$ cat src/rtl/mc_pkg.sv
// mc_pkg: shared widths and FSM state type for the 4x4 motion-compensation residual block.
package mc_pkg;
    localparam int PIX_W   = 8;
    localparam int BLK_DIM = 4;
    localparam int RES_W   = PIX_W + 1;
    localparam int SAD_W   = PIX_W + 4;

    typedef enum logic {
        FILL,
        OUTPUT
    } state_t;
endpackage

$ cat src/rtl/mc_residual_row.sv
// mc_residual_row: combinational per-row residual (cur - pred) and sum of absolute residuals.
module mc_residual_row #(
    parameter int PIX_W   = mc_pkg::PIX_W,
    parameter int BLK_DIM = mc_pkg::BLK_DIM
) (
    input  logic [BLK_DIM*PIX_W-1:0]     cur,
    input  logic [BLK_DIM*PIX_W-1:0]     pred,
    output logic [BLK_DIM*(PIX_W+1)-1:0] res,
    output logic [PIX_W+3:0]             abs_sum
);
    localparam int RES_W = PIX_W + 1;
    localparam int SAD_W = PIX_W + 4;

    logic [PIX_W-1:0] mag [BLK_DIM];

    genvar g;
    for (g = 0; g < BLK_DIM; g++) begin : g_pix
        logic [RES_W-1:0] r;
        logic [RES_W-1:0] neg;
        // zero-extend both operands so the 9-bit difference is an exact two's-complement value
        assign r   = {1'b0, cur[g*PIX_W +: PIX_W]} - {1'b0, pred[g*PIX_W +: PIX_W]};
        assign neg = -r;
        assign mag[g] = r[RES_W-1] ? neg[PIX_W-1:0] : r[PIX_W-1:0];
        assign res[g*RES_W +: RES_W] = r;
    end

    always_comb begin
        abs_sum = '0;
        for (int i = 0; i < BLK_DIM; i++)
            abs_sum = abs_sum + SAD_W'(mag[i]);
    end
endmodule

$ cat src/rtl/mc_residual_4x4.sv
// mc_residual_4x4: collects BLK_DIM row pairs into a residual block with its SAD,
// then holds the block until the downstream stage takes it.
module mc_residual_4x4 #(
    parameter int PIX_W   = mc_pkg::PIX_W,
    parameter int BLK_DIM = mc_pkg::BLK_DIM
) (
    input  logic                                 clk,
    input  logic                                 reset,
    input  logic                                 src_valid,
    output logic                                 src_ready,
    input  logic [BLK_DIM*PIX_W-1:0]             cur_row,
    input  logic [BLK_DIM*PIX_W-1:0]             pred_row,
    output logic                                 dst_valid,
    input  logic                                 dst_ready,
    output logic [BLK_DIM*BLK_DIM*(PIX_W+1)-1:0] res_blk,
    output logic [PIX_W+3:0]                     sad
);
    localparam int RES_W = PIX_W + 1;
    localparam int ROW_W = BLK_DIM * RES_W;
    localparam int CNT_W = BLK_DIM > 1 ? $clog2(BLK_DIM) : 1;

    mc_pkg::state_t   state, state_nxt;
    logic [CNT_W-1:0] cnt;
    logic [ROW_W-1:0] row_res;
    logic [PIX_W+3:0] row_sad;
    logic             take, give, last;

    mc_residual_row #(.PIX_W(PIX_W), .BLK_DIM(BLK_DIM)) u_row (
        .cur     (cur_row),
        .pred    (pred_row),
        .res     (row_res),
        .abs_sum (row_sad)
    );

    assign take = src_valid && src_ready;
    assign give = dst_valid && dst_ready;
    assign last = cnt == CNT_W'(BLK_DIM - 1);

    // src_ready is gated by reset so it reads 0 while reset is held
    always_comb begin
        state_nxt = state;
        src_ready = 1'b0;
        dst_valid = 1'b0;
        if (state == mc_pkg::FILL) begin
            src_ready = reset;
            if (src_valid && last)
                state_nxt = mc_pkg::OUTPUT;
        end else begin
            dst_valid = 1'b1;
            if (dst_ready)
                state_nxt = mc_pkg::FILL;
        end
    end

    always_ff @(posedge clk or negedge reset) begin
        if (!reset) begin
            state   <= mc_pkg::FILL;
            cnt     <= '0;
            sad     <= '0;
            res_blk <= '0;
        end else begin
            state <= state_nxt;
            if (take) begin
                res_blk[int'(cnt)*ROW_W +: ROW_W] <= row_res;
                cnt <= last ? '0 : cnt + 1'b1;
                sad <= sad + row_sad;
            end else if (give) begin
                sad <= '0;
            end
        end
    end
endmodule

$ cat config.mk
export PLATFORM = sky130hd
export DESIGN_NAME = mc_residual_4x4
export DESIGN_NICKNAME = d
export VERILOG_FILES = /design/src/rtl/mc_pkg.sv /design/src/rtl/mc_residual_row.sv /design/src/rtl/mc_residual_4x4.sv
export SDC_FILE = /design/constraint.sdc
export NUM_CORES = 1
export LEC_CHECK = 0
export ABC_AREA = 1
export BUFFER_PORTS_ARGS = -buffer_cell sky130_fd_sc_hd__buf_4
export CAP_MARGIN = 0
export CORE_ASPECT_RATIO = 2
export CORE_MARGIN = 2
export CORE_UTILIZATION = 48
export CTS_CLUSTER_SIZE = 40
export DETAILED_ROUTE_END_ITERATION = 6
export GPL_TIMING_DRIVEN = 0
export PLACE_DENSITY = 0.71
export SLEW_MARGIN = 5
export SYNTH_ARGS = -nofsm -noshare
export SYNTH_HDL_FRONTEND = slang
export SYNTH_SLANG_ARGS = --single-unit
$ cat constraint.sdc
create_clock -name clk -period 7.3 [get_ports clk]
set_input_delay 0.73 -clock clk [delete_from_list [all_inputs] [get_ports clk]]
set_output_delay 0.73 -clock clk [all_outputs]
set_load 0.01 [all_outputs]
Yosys cells after proc, flatten, opt, wreduce, memory -nomap -nowiden
Index checks and enable logic that the tools add are counted.
{ "totals": {"ff_bits": 159, "input_bits": 68, "out_inout_bits": 158, "wordCells": 39} }
{ "classes": {"n_addsub": 14, "mul": 1, "eq_ne": 1, "n_shift": 2, "mux": 13, "reduce_logical": 4} }
{ "op_table": {"columns": ["operator", "n"], "rows": [
  ["bitwise mux 144 bit", 1],
  ["variable shift 36 x 33 -> 144 bit, first input constant", 1],
  ["indexed part select 36 x 33 -> 144 bit", 1],
  ["subtractor 8 x 8 -> 9 bit", 4],
  ["negation 8 -> 33 bit", 1],
  ["two-way mux 8 bit", 4],
  ["negation 8 bit", 4],
  ["adder 12 x 8 -> 12 bit", 2],
  ["two-way mux 12 bit", 2],
  ["adder 12 bit", 1],
  ["adder 8 x 8 -> 9 bit", 1],
  ["multiplier 2 x 4 -> 6 bit, second input constant", 1],
  ["two-way mux 1 bit", 5],
  ["logical AND 1 bit", 3],
  ["adder 2 x 1 -> 2 bit, second input constant", 1],
  ["equality test 2 bit, second input constant", 1],
  ["two-way mux 2 bit", 1],
  ["nonzero test 2 bit", 1]
]} }

Depth between registers and ports, before layout
Gate-level depths: netlist of run 1.
{ "depth": {"word_depth": 8, "ltp_mapped": 35, "ltp_nobuf": 35} }

By module
Synthesis of run 1 repeated with hierarchy kept, for this count alone.
{ "unflattened": {"cells_unflattened": 1807, "hier_area_um2": 12251.8} }
{ "modules_own_cells": {"columns": ["module", "n_inst", "cells_per_inst", "area_per_inst_um2", "seq_area_each_um2"], "rows": [
  ["mc_residual_4x4", 1, 1260, 9063.7, 3978.8],
  ["mc_residual_row", 1, 547, 3188.1, 0.0]
]} }

Least setup slack after synthesis of run 1
Ideal clock, no wire load.
{ "synth_timing": {"kind": "input to register", "start": "input cur_row[0]", "end": "register sad[11]", "setup_ns": 0.113, "arrival_ns": 5.479, "t_required_ns": 7.187, "slack_ns": 1.708, "stages": 32, "path_buffers": 0, "path_cell_list": "inv_1 -> ha_1 -> fa_1 -> inv_1 -> nand3_1 -> nand2_2 -> nand4_1 -> nand2_2 -> inv_1 -> or2_1 -> o21ai_0 -> inv_1 -> fa_1 -> o21ai_0 -> nand2_1 -> nand2_1 -> a21oi_1 -> xor2_1 -> fa_1 -> fa_1 -> inv_1 -> ha_1 -> nand2_1 -> nor2_1 -> nand2_1 -> o211ai_1 -> nand2_1 -> nand2_1 -> a21oi_1 -> nand3b_1 -> nand2_1 -> inv_1"} }
{ "synth_via": {"elab_chain_len": 8} }
{ "synth_rtl": {"columns": ["item", "line_no", "rtl"], "rows": [
  ["start, declared", "mc_residual_4x4.sv:11", "input logic [BLK_DIM*PIX_W-1:0] cur_row,"],
  ["subtractor 8 x 8 -> 9 bit *", "mc_residual_row.sv:21", "assign r = {1'b0, cur[g*PIX_W +: PIX_W]} - {1'b0, pred[g*PIX_W +: PIX_W]};"],
  ["negation 8 bit", "mc_residual_row.sv:22", "assign neg = -r;"],
  ["two-way mux 8 bit *", "mc_residual_row.sv:23", "assign mag[g] = r[RES_W-1] ? neg[PIX_W-1:0] : r[PIX_W-1:0];"],
  ["adder 8 x 8 -> 9 bit *", "mc_residual_row.sv:30", "abs_sum = abs_sum + SAD_W'(mag[i]);"],
  ["adder 12 x 8 -> 12 bit * (2 in series)", "mc_residual_row.sv:30", null],
  ["adder 12 bit *", "mc_residual_4x4.sv:66", "sad <= sad + row_sad;"],
  ["two-way mux 12 bit *", "mc_residual_4x4.sv:63", "if (take) begin"],
  ["end signal, assigned", "mc_residual_4x4.sv:66", null],
  ["end, declared", "mc_residual_4x4.sv:16", "output logic [PIX_W+3:0] sad"]
]} }
Mark *: on every way between the ends. The rest lies on a longest branch, timed or not.
A chain may end at the register's enable or synchronous reset.

Final worst setup path of run 1
Ends and elaborated chain as after synthesis.

==> out/results.txt, run 1 <==
status = finished with violations
failing checks = design-rule violations
worst vdd ir = 345 uV
post-synthesis cell count = 1671
Root Buffer = clkbuf_16
fin area = 14400 um^2
Final #Nets = 2069
layout cells sized above 1 = 0.178
CTS max path bufs = 2
Syn Std Cell Area = 11800 um^2
Seq/Total Area, Yosys = 0.339
grt total ovfl = 0
Max stage delay on crit path = 0.54 ns
RSZ-0062 raised after global routing = no
Synth async-reset ratio = 1.00
antenna violations before repair = 0
number of synthesized flops with an enable pin = 0
I/O pins = 226
initial core utilization = 0.485
crit end category = flip-flop
global-route wire length before repair = 72400 um
largest net degree at the start of global routing = 96
area growth from synthesis to layout = 22.8%
DR WL/cell = 22.1 um
Final Hold Vio Count = 0
clock latency on the worst-skew pair = 0.46 ns
TritonCTS Buffers = 17
power per cell area = 550 nW/um^2
HPWL Detailed = 39600 um
DIE WIDTH = 115 um
I/O Buffers = 225
H-tree lvl count = 4
slowest stage cell, crit path = fa_1
WP data arrival = 6.30 ns
startpoint types = input pin
Fmax achieved = 168 MHz
die area = 25800 um^2
Yosys reg bits = 159
CTS tree = built
Slew HR = 0.292
FF-to-FF path depth = 9
number of global-route vias before repair = 12317
Setup TNS = 0 ns
worst reg-to-reg setup slack = 3.71 ns
clk sinks = 159
DR pass1 iterations = 7
DRT Wirelength = 49000 um
path category of the worst min-delay check = input pin to async pin
min Tclk post-route = 5.94 ns
std cell rows = 81
Leak = 8.06 nW
Starting DRT DRC Count = 1121
Final Slew Violations = 0
DP Area = 13800 um^2
Setup Fix Bufs, Post-CTS = 0
DRC errors left = 2
Die Span Y = 225 um
CTS hold repair buffers = 0
Yosys cell types = 50
CP dominant cell by count = nand2_1
Final period util = 0.814
Antenna Nets Post-Route = 0
setup violators final = 0
CP required = 7.66 ns
Resized Gates After CTS = 0
R2R Path End = res_blk[34]$_DFFE_PN0P_
Vias = 12526
YS warnings = 0
Most used DFF post-synth = dfrtp_1
skew final = 0.0107 ns
worst-path fanout max = 7
gpl congestion = 1.09
crit path kind = input pin to flip-flop
Slew @ Worst Pin = 1.05 ns
core area = 24200 um^2
Total GRT Usage = 0.384
Worst R2R Start = cnt[0]$_DFFE_PN0P_
clock slew at reported path FFs = 0.07 ns
Vias/cell = 5.64
maxcap violations = 0
mean area per synthesized cell = 7.03 um^2
Synthesized Nets = 1824
## stage by stage
step | hold slack [ns] | std cells | utilization | setup WS (ns) | power, mW
3_3_place_gp | 0.467 | 2186 | 0.570 | 1.04 | 6.81
2_1_floorplan | 0.434 | 1671 | - | 1.71 | 4.88
3_5_place_dp | 0.467 | 2187 | 0.571 | 0.879 | 6.91
6_report | 0.193 | 2220 | 0.596 | 1.36 | 7.93
5_1_grt | 0.240 | 2219 | 0.596 | 0.858 | 8.49
4_1_cts | 0.211 | 2219 | 0.596 | 1.36 | 7.84
## registers in the layout, indices dropped and copies added (netlist names)
| name | cells |
|---|---|
| res_blk | 144 |
| sad | 12 |
| cnt | 2 |
| state | 1 |
## cell type report
class,instances,area [um^2]
fill,2328,9790
multi-input combinational,1257,6770
sequential,159,3980
timing repair buffer,226,1720
inverter,193,724
clock buffer,17,425
tap,290,363
buffer,62,278
clock inverter,15,169
antenna,1,2.50
## metal layers
layer  track usage  vias to the layer above  part of all wire
met1         0.447                     5851              0.37
met5             0                        -                 0
li1              -                     5876                 -
met3        0.0508                      168             0.067
met2         0.644                      631              0.49
met4         0.268                        0             0.078
## power breakdown
| part | total [mW] | internal (mW) | switching (mW) |
|---|---|---|---|
| clock | 0.910 | 0.459 | 0.451 |
| sequential | 1.49 | 1.25 | 0.239 |
| combinational | 5.54 | 1.91 | 3.62 |
| total | 7.93 | 3.62 | 4.31 |
## cells in the final DEF (no fill, tap or decap), types with 4 or more instances in the layout
cell	netlist	final
nand2_1	564	564
buf_4	4	228
nand3_1	224	224
inv_1	185	185
dfrtp_1	159	159
nor2_1	79	79
o21ai_0	67	67
ha_1	64	64
a21oi_1	56	56
xor2_1	28	28
clkbuf_1	25	25
buf_2	24	24
fa_1	21	21
nand4_1	20	20
clkbuf_16	0	17
or2_2	16	16
nand2_2	12	12
o21a_1	12	12
o22ai_1	12	12
nor3_1	9	9
buf_1	9	9
xnor2_1	8	8
nand3b_1	7	7
inv_2	7	7
a2bb2oi_1	6	6
a21boi_1	5	5
inv_8	0	5
nor2_2	4	4
nor2_4	4	4
o211ai_1	4	4
clkinv_8	0	4
## synthesized netlist by cell type, drive strengths merged (20+ instances only)
| cell | count | share of area |
|---|---|---|
| nor2 | 87 | 0.031 |
| dfrtp | 159 | 0.34 |
| fa | 21 | 0.036 |
| o21ai | 73 | 0.033 |
| xor2 | 29 | 0.022 |
| a21oi | 58 | 0.025 |
| clkbuf | 25 | 0.0080 |
| ha | 64 | 0.068 |
| buf | 37 | 0.016 |
| inv | 192 | 0.061 |
| nand4 | 20 | 0.011 |
| nand2 | 577 | 0.19 |
| nand3 | 226 | 0.097 |
## cell families after synthesis
family	Yosys count	synth area share
and+or+nand+nor	949	0.350
buffers and inverters	255	0.0853
DFF	159	0.339
adders and majority gates	85	0.104
AOI/OAI and AO/OA	185	0.0921
xor gates and xnor gates	38	0.0306
## worst max path at each step
stage,from,endpoint,depth (start not counted)
final,cur_row[0],sad[11]$_DFFE_PN0P_,33
after global routing,cur_row[0],sad[11]$_DFFE_PN0P_,35
after CTS,cur_row[0],sad[11]$_DFFE_PN0P_,33
after detailed placement,cur_row[0],sad[11]$_DFFE_PN0P_,33
after global placement,cur_row[0],sad[11]$_DFFE_PN0P_,33
after floorplan,cur_row[0],sad[11]$_DFFE_PN0P_,32
## critical path: cells and delay by family
family / cells / cell delay, ns
adder cells (fa/ha/maj): 6 / 2.44
AND/OR/NAND/NOR: 14 / 1.63
AO/OA/AOI/OAI: 5 / 0.73
buffers and inverters: 7 / 0.45
XOR/XNOR: 1 / 0.32
Note: power is estimated with default switching activity, not from simulation.
==> run 2, diff against run 1 <==
==> constraint.sdc (replaced) <==
create_clock -name clk -period 6.1 [get_ports clk]
set_input_delay 0.61 -clock clk [delete_from_list [all_inputs] [get_ports clk]]
set_output_delay 0.61 -clock clk [all_outputs]
set_load 0.01 [all_outputs]
==> out/results.txt, run 2 (same netlist as run 1, synthesis figures left out) <==
core area = 24200 um^2
DR WL/cell = 22.0 um
slowest stage cell, crit path = fa_1
H-tree lvl count = 4
fin cells = 2219
hold slack = 0.0734 ns
Antenna Nets Post-Route = 0
TritonCTS Buffers = 17
# diodes = 0
initial core utilization = 0.485
number of global-route vias before repair = 12317
Final period util = 0.937
I/O Buffers = 225
DR pass1 iterations = 7
min Tclk post-route = 5.72 ns
Root Buffer = clkbuf_16
setup violators final = 0
CP required = 6.45 ns
Setup crit start = cur_row[0]
Die Span Y = 225 um
Slew @ Worst Pin = 1.06 ns
most common cell after layout, fill and taps aside = nand2_1
Starting DRT DRC Count = 1081
clock latency on the worst-skew pair = 0.46 ns
placed cell count = 2187
I/O pins = 226
Worst R2R Start = cnt[0]$_DFFE_PN0P_
grt total ovfl = 0
layout cells sized above 1 = 0.180
skew final = 0.0158 ns
HPWL Detailed = 39600 um
status = finished with violations
maxcap violations = 0
CTS max path bufs = 2
clock slew at reported path FFs = 0.07 ns
worst-path fanout max = 7
Final #Nets = 2069
Largest regs = res_blk x144, sad x12, cnt x2
Final Slew Violations = 0
Final Hold Vio Count = 0
Slew HR = 0.291
std cell rows = 81
largest net degree at the start of global routing = 96
clk sinks = 159
area growth from synthesis to layout = 23.1%
fin util = 0.597
startpoint types = input pin
RSZ-0062 raised after global routing = no
antenna violations before repair = 0
crit path kind = input pin to flip-flop
Fmax achieved = 175 MHz
CP dominant cell by count = nand2_1
Largest Register = res_blk
Leak = 8.06 nW
max reg flops = 144
path category of the worst min-delay check = input pin to async pin
failing checks = design-rule violations
gpl congestion = 1.09
DRC errors left = 12
crit end category = flip-flop
DRT Wirelength = 48800 um
power per cell area = 663 nW/um^2
die area = 25800 um^2
Total GRT Usage = 0.384
Vias = 12561
worst reg-to-reg setup slack = 2.53 ns
Vias/cell = 5.66
DIE WIDTH = 115 um
global-route wire length before repair = 72400 um
most frequent cells in the layout = 564 x nand2_1, 228 x buf_4, 224 x nand3_1, 185 x inv_1, 159 x dfrtp_1
Max stage delay on crit path = 0.54 ns
CTS tree = built
worst vdd ir = 413 uV
Setup TNS = 0 ns
WP data arrival = 6.07 ns
[run 2: area by class of cell]
type	count	area, um^2
plain buffers	62	278
clock buffers	17	425
clock inverters	15	169
fillers	2327	9760
inverters	193	724
multi-input cells	1257	6800
flip-flops and latches	159	3980
well taps	290	363
repair buffers	226	1720
[run 2: timing repair]
action | CTS | global route
hold buffers | 0 | 0
resized for setup | 0 | 8
buffers inserted | 0 | 0
setup endpoints to repair | 0 | 2
[run 2: through the flow]
stage | setup slack, ns | cell area, um^2 | power [mW]
after detailed placement | -0.201 | 13800 | 8.26
final | 0.383 | 14500 | 9.59
after CTS | 0.279 | 14400 | 9.38
after global routing | 0.0131 | 14500 | 10.2
after global placement | -0.0444 | 13800 | 8.15
after floorplan | 0.628 | 11800 | 5.84
[run 2: report_power, final]
part | switching [mW] | total [mW] | internal, mW
Clock | 0.538 | 1.09 | 0.550
Sequential | 0.284 | 1.78 | 1.49
Combinational | 4.38 | 6.73 | 2.34
[run 2: path summary, 6_finish.rpt]
path | to | depth (start not counted)
max | sad[11]$_DFFE_PN0P_ | 33
min | sad[1]$_DFFE_PN0P_ | 1
max reg2reg | res_blk[34]$_DFFE_PN0P_ | 9
min reg2reg | res_blk[132]$_DFFE_PN0P_ | 2
max in group asynchronous | res_blk[125]$_DFFE_PN0P_ | 2
min in group clk | state$_DFF_PN0_ | 2
[run 2: critical path: cells and delay by family]
kind / cells / cell delay, ns
fa+ha+maj: 6 / 2.46
compound gates: 5 / 0.62
simple gates: 14 / 1.61
xor+xnor: 1 / 0.33
buf+inv: 7 / 0.43
[run 2: per-layer routing]
metal,part of all wire,vias to the layer above,global-route usage
li1,-,5876,-
met1,0.37,5891,0.447
met2,0.49,626,0.644
met3,0.063,168,0.0508
met4,0.080,0,0.268
met5,0,-,0
==> run 3, diff against run 2 <==
--- a/config.mk
+++ b/config.mk
@@ -9,12 +9,12 @@
 export BUFFER_PORTS_ARGS = -buffer_cell sky130_fd_sc_hd__buf_4
 export CAP_MARGIN = 0
 export CORE_ASPECT_RATIO = 2
-export CORE_MARGIN = 2
+export CORE_MARGIN = 1.5
 export CORE_UTILIZATION = 48
 export CTS_CLUSTER_SIZE = 40
 export DETAILED_ROUTE_END_ITERATION = 6
 export GPL_TIMING_DRIVEN = 0
-export PLACE_DENSITY = 0.71
+export PLACE_DENSITY_LB_ADDON = 0.12
 export SLEW_MARGIN = 5
 export SYNTH_ARGS = -nofsm -noshare
 export SYNTH_HDL_FRONTEND = slang
==> out/results.txt, run 3 (same netlist as run 1, synthesis figures left out) <==
I/O pins = 226
Post-Place Worst Slack = -0.285 ns
DRC errors left = 0
Clk pwr share = 0.117
Fmax achieved = 175 MHz
fin cells = 2219
M3 GR Usage = 0.0625
switch share = 0.547
Vias = 12781
Slew HR = 0.445
hold slack = 0.0568 ns
Top Usage Layer GRT = met2
maxcap violations = 0
DIE WIDTH = 114 um
worst-path fanout max = 6
path category of the worst min-delay check = input pin to async pin
area growth from synthesis to layout = 23.4%
core area = 23900 um^2
Total Power = 9.88 mW
Largest regs = res_blk x144, sad x12, cnt x2
CP required = 6.46 ns
Starting DRT DRC Count = 1136
status = finished, final reports clean
number of global-route vias before repair = 12806
initial core utilization = 0.491
Final Hold Vio Count = 0
skew final = 0.0138 ns
Die Span Y = 224 um
met1 Track Usage GR = 0.404
crit path kind = input pin to flip-flop
# fillers = 2246
placed cell count = 2184
Vias/cell = 5.76
Pint = 4.47 mW
WP data arrival = 6.08 ns
Setup TNS = 0 ns
final worst slack = 0.378 ns
CP dominant cell by count = nand2_1
Max stage delay on crit path = 0.56 ns
DRT Wirelength = 51700 um
gpl congestion = 1.06
clock latency on the worst-skew pair = 0.46 ns
TritonCTS Buffers = 17
Root Buffer = clkbuf_16
DR pass1 iterations = 6
Leak = 8.10 nW
most frequent cells in the layout = 564 x nand2_1, 231 x buf_4, 224 x nand3_1, 185 x inv_1, 159 x dfrtp_1
grt total ovfl = 0
startpoint types = input pin
slowest stage cell, crit path = fa_1
power per cell area = 681 nW/um^2
CTS max path bufs = 2
crit end category = flip-flop
sequential share of power = 0.179
clk sinks = 159
most common cell after layout, fill and taps aside = nand2_1
Final period util = 0.938
Final #Nets = 2072
HPWL Detailed = 41300 um
DR WL/cell = 23.3 um
Final Slew Violations = 0
# diodes = 0
clock slew at reported path FFs = 0.07 ns
H-tree lvl count = 4
RSZ-0062 raised after global routing = no
max reg flops = 144
setup violators final = 0
global-route wire length before repair = 75700 um
min Tclk post-route = 5.72 ns
layout cells sized above 1 = 0.181
combinational fraction of design power = 0.704
largest net degree at the start of global routing = 111
met2 Use GR = 0.723
std cell rows = 80
antenna violations before repair = 0
Total GRT Usage = 0.410
Largest Register = res_blk
I/O Buffers = 225
Antenna Nets Post-Route = 0
sw power = 5.41 mW
die area = 25500 um^2
Slew @ Worst Pin = 0.832 ns
worst vdd ir = 1170 uV
CTS tree = built
==> run 3: changes by cell type in the layout (fill, tap and decap cells not counted), sizes merged <==
cell | before | now
buf | 263 | 266
bufinv | 0 | 3
clkinv | 8 | 5
clkbuf | 42 | 43
clkinvlp | 1 | 0
==> run 3: through the flow <==
| stage | instance area, um^2 | util |
|---|---|---|
| 3_3_place_gp | 13800 | 0.577 |
| 6_report | 14500 | 0.606 |
| 2_1_floorplan | 11800 | - |
| 4_1_cts | 14500 | 0.604 |
| 3_5_place_dp | 13800 | 0.578 |
| 5_1_grt | 14500 | 0.606 |
==> run 3: worst paths after layout <==
check,start,endpoint,slack [ns],depth (start not counted)
setup reg to reg,cnt[0]$_DFFE_PN0P_,res_blk[112]$_DFFE_PN0P_,2.57,10
hold / removal,reset,res_blk[37]$_DFFE_PN0P_,0.06,1
min in group clk,dst_ready,state$_DFF_PN0_,0.33,2
max in group asynchronous,reset,res_blk[30]$_DFFE_PN0P_,5.11,2
setup / recovery,cur_row[0],sad[11]$_DFFE_PN0P_,0.38,33
hold reg to reg,res_blk[30]$_DFFE_PN0P_,res_blk[30]$_DFFE_PN0P_,0.48,2
==> run 3: repair_timing <==
| item | 4_1_cts | 5_1_grt |
|---|---|---|
| setup buffers | 0 | 3 |
| hold buffers | 0 | 0 |
| hold endpoints to repair | 0 | 0 |
| resized for setup | 0 | 7 |
| endpoints found under the setup margin | 0 | 2 |
==> run 3: metal layers <==
layer  share of wire  up-vias
li1                -     5873
met1            0.32     6036
met2            0.51      644
met3           0.059      228
met4            0.11        0
met5               0        -
==> run 3: cell type report <==
class / count / area [um^2] / share of cell area
multi-input combinational: 1257 / 6790 / 0.468
sequential: 159 / 3980 / 0.274
buffer: 62 / 278 / 0.0191
clock inverter: 14 / 198 / 0.0136
tap: 287 / 359 / 0.0248
timing repair buffer: 229 / 1750 / 0.120
clock buffer: 18 / 429 / 0.0296
inverter: 193 / 724 / 0.0499
==> run 3: power by group through the flow <==
stage               Clock (mW)  Combinational (mW)  Sequential [mW]
finish                    1.15                6.96             1.77
global route              1.19                7.50             1.81
CTS                       1.15                6.76             1.77
detailed placement           0                6.72             1.78
global placement             0                6.60             1.77
floorplan                    0                3.91             1.93
==> run 3: worst max-delay path, delay by kind of cell <==
kind,cells,cell delay [ns]
fa+ha+maj,6,2.49
simple gates,14,1.60
compound gates,5,0.64
buf+inv,7,0.47
xor+xnor,1,0.25
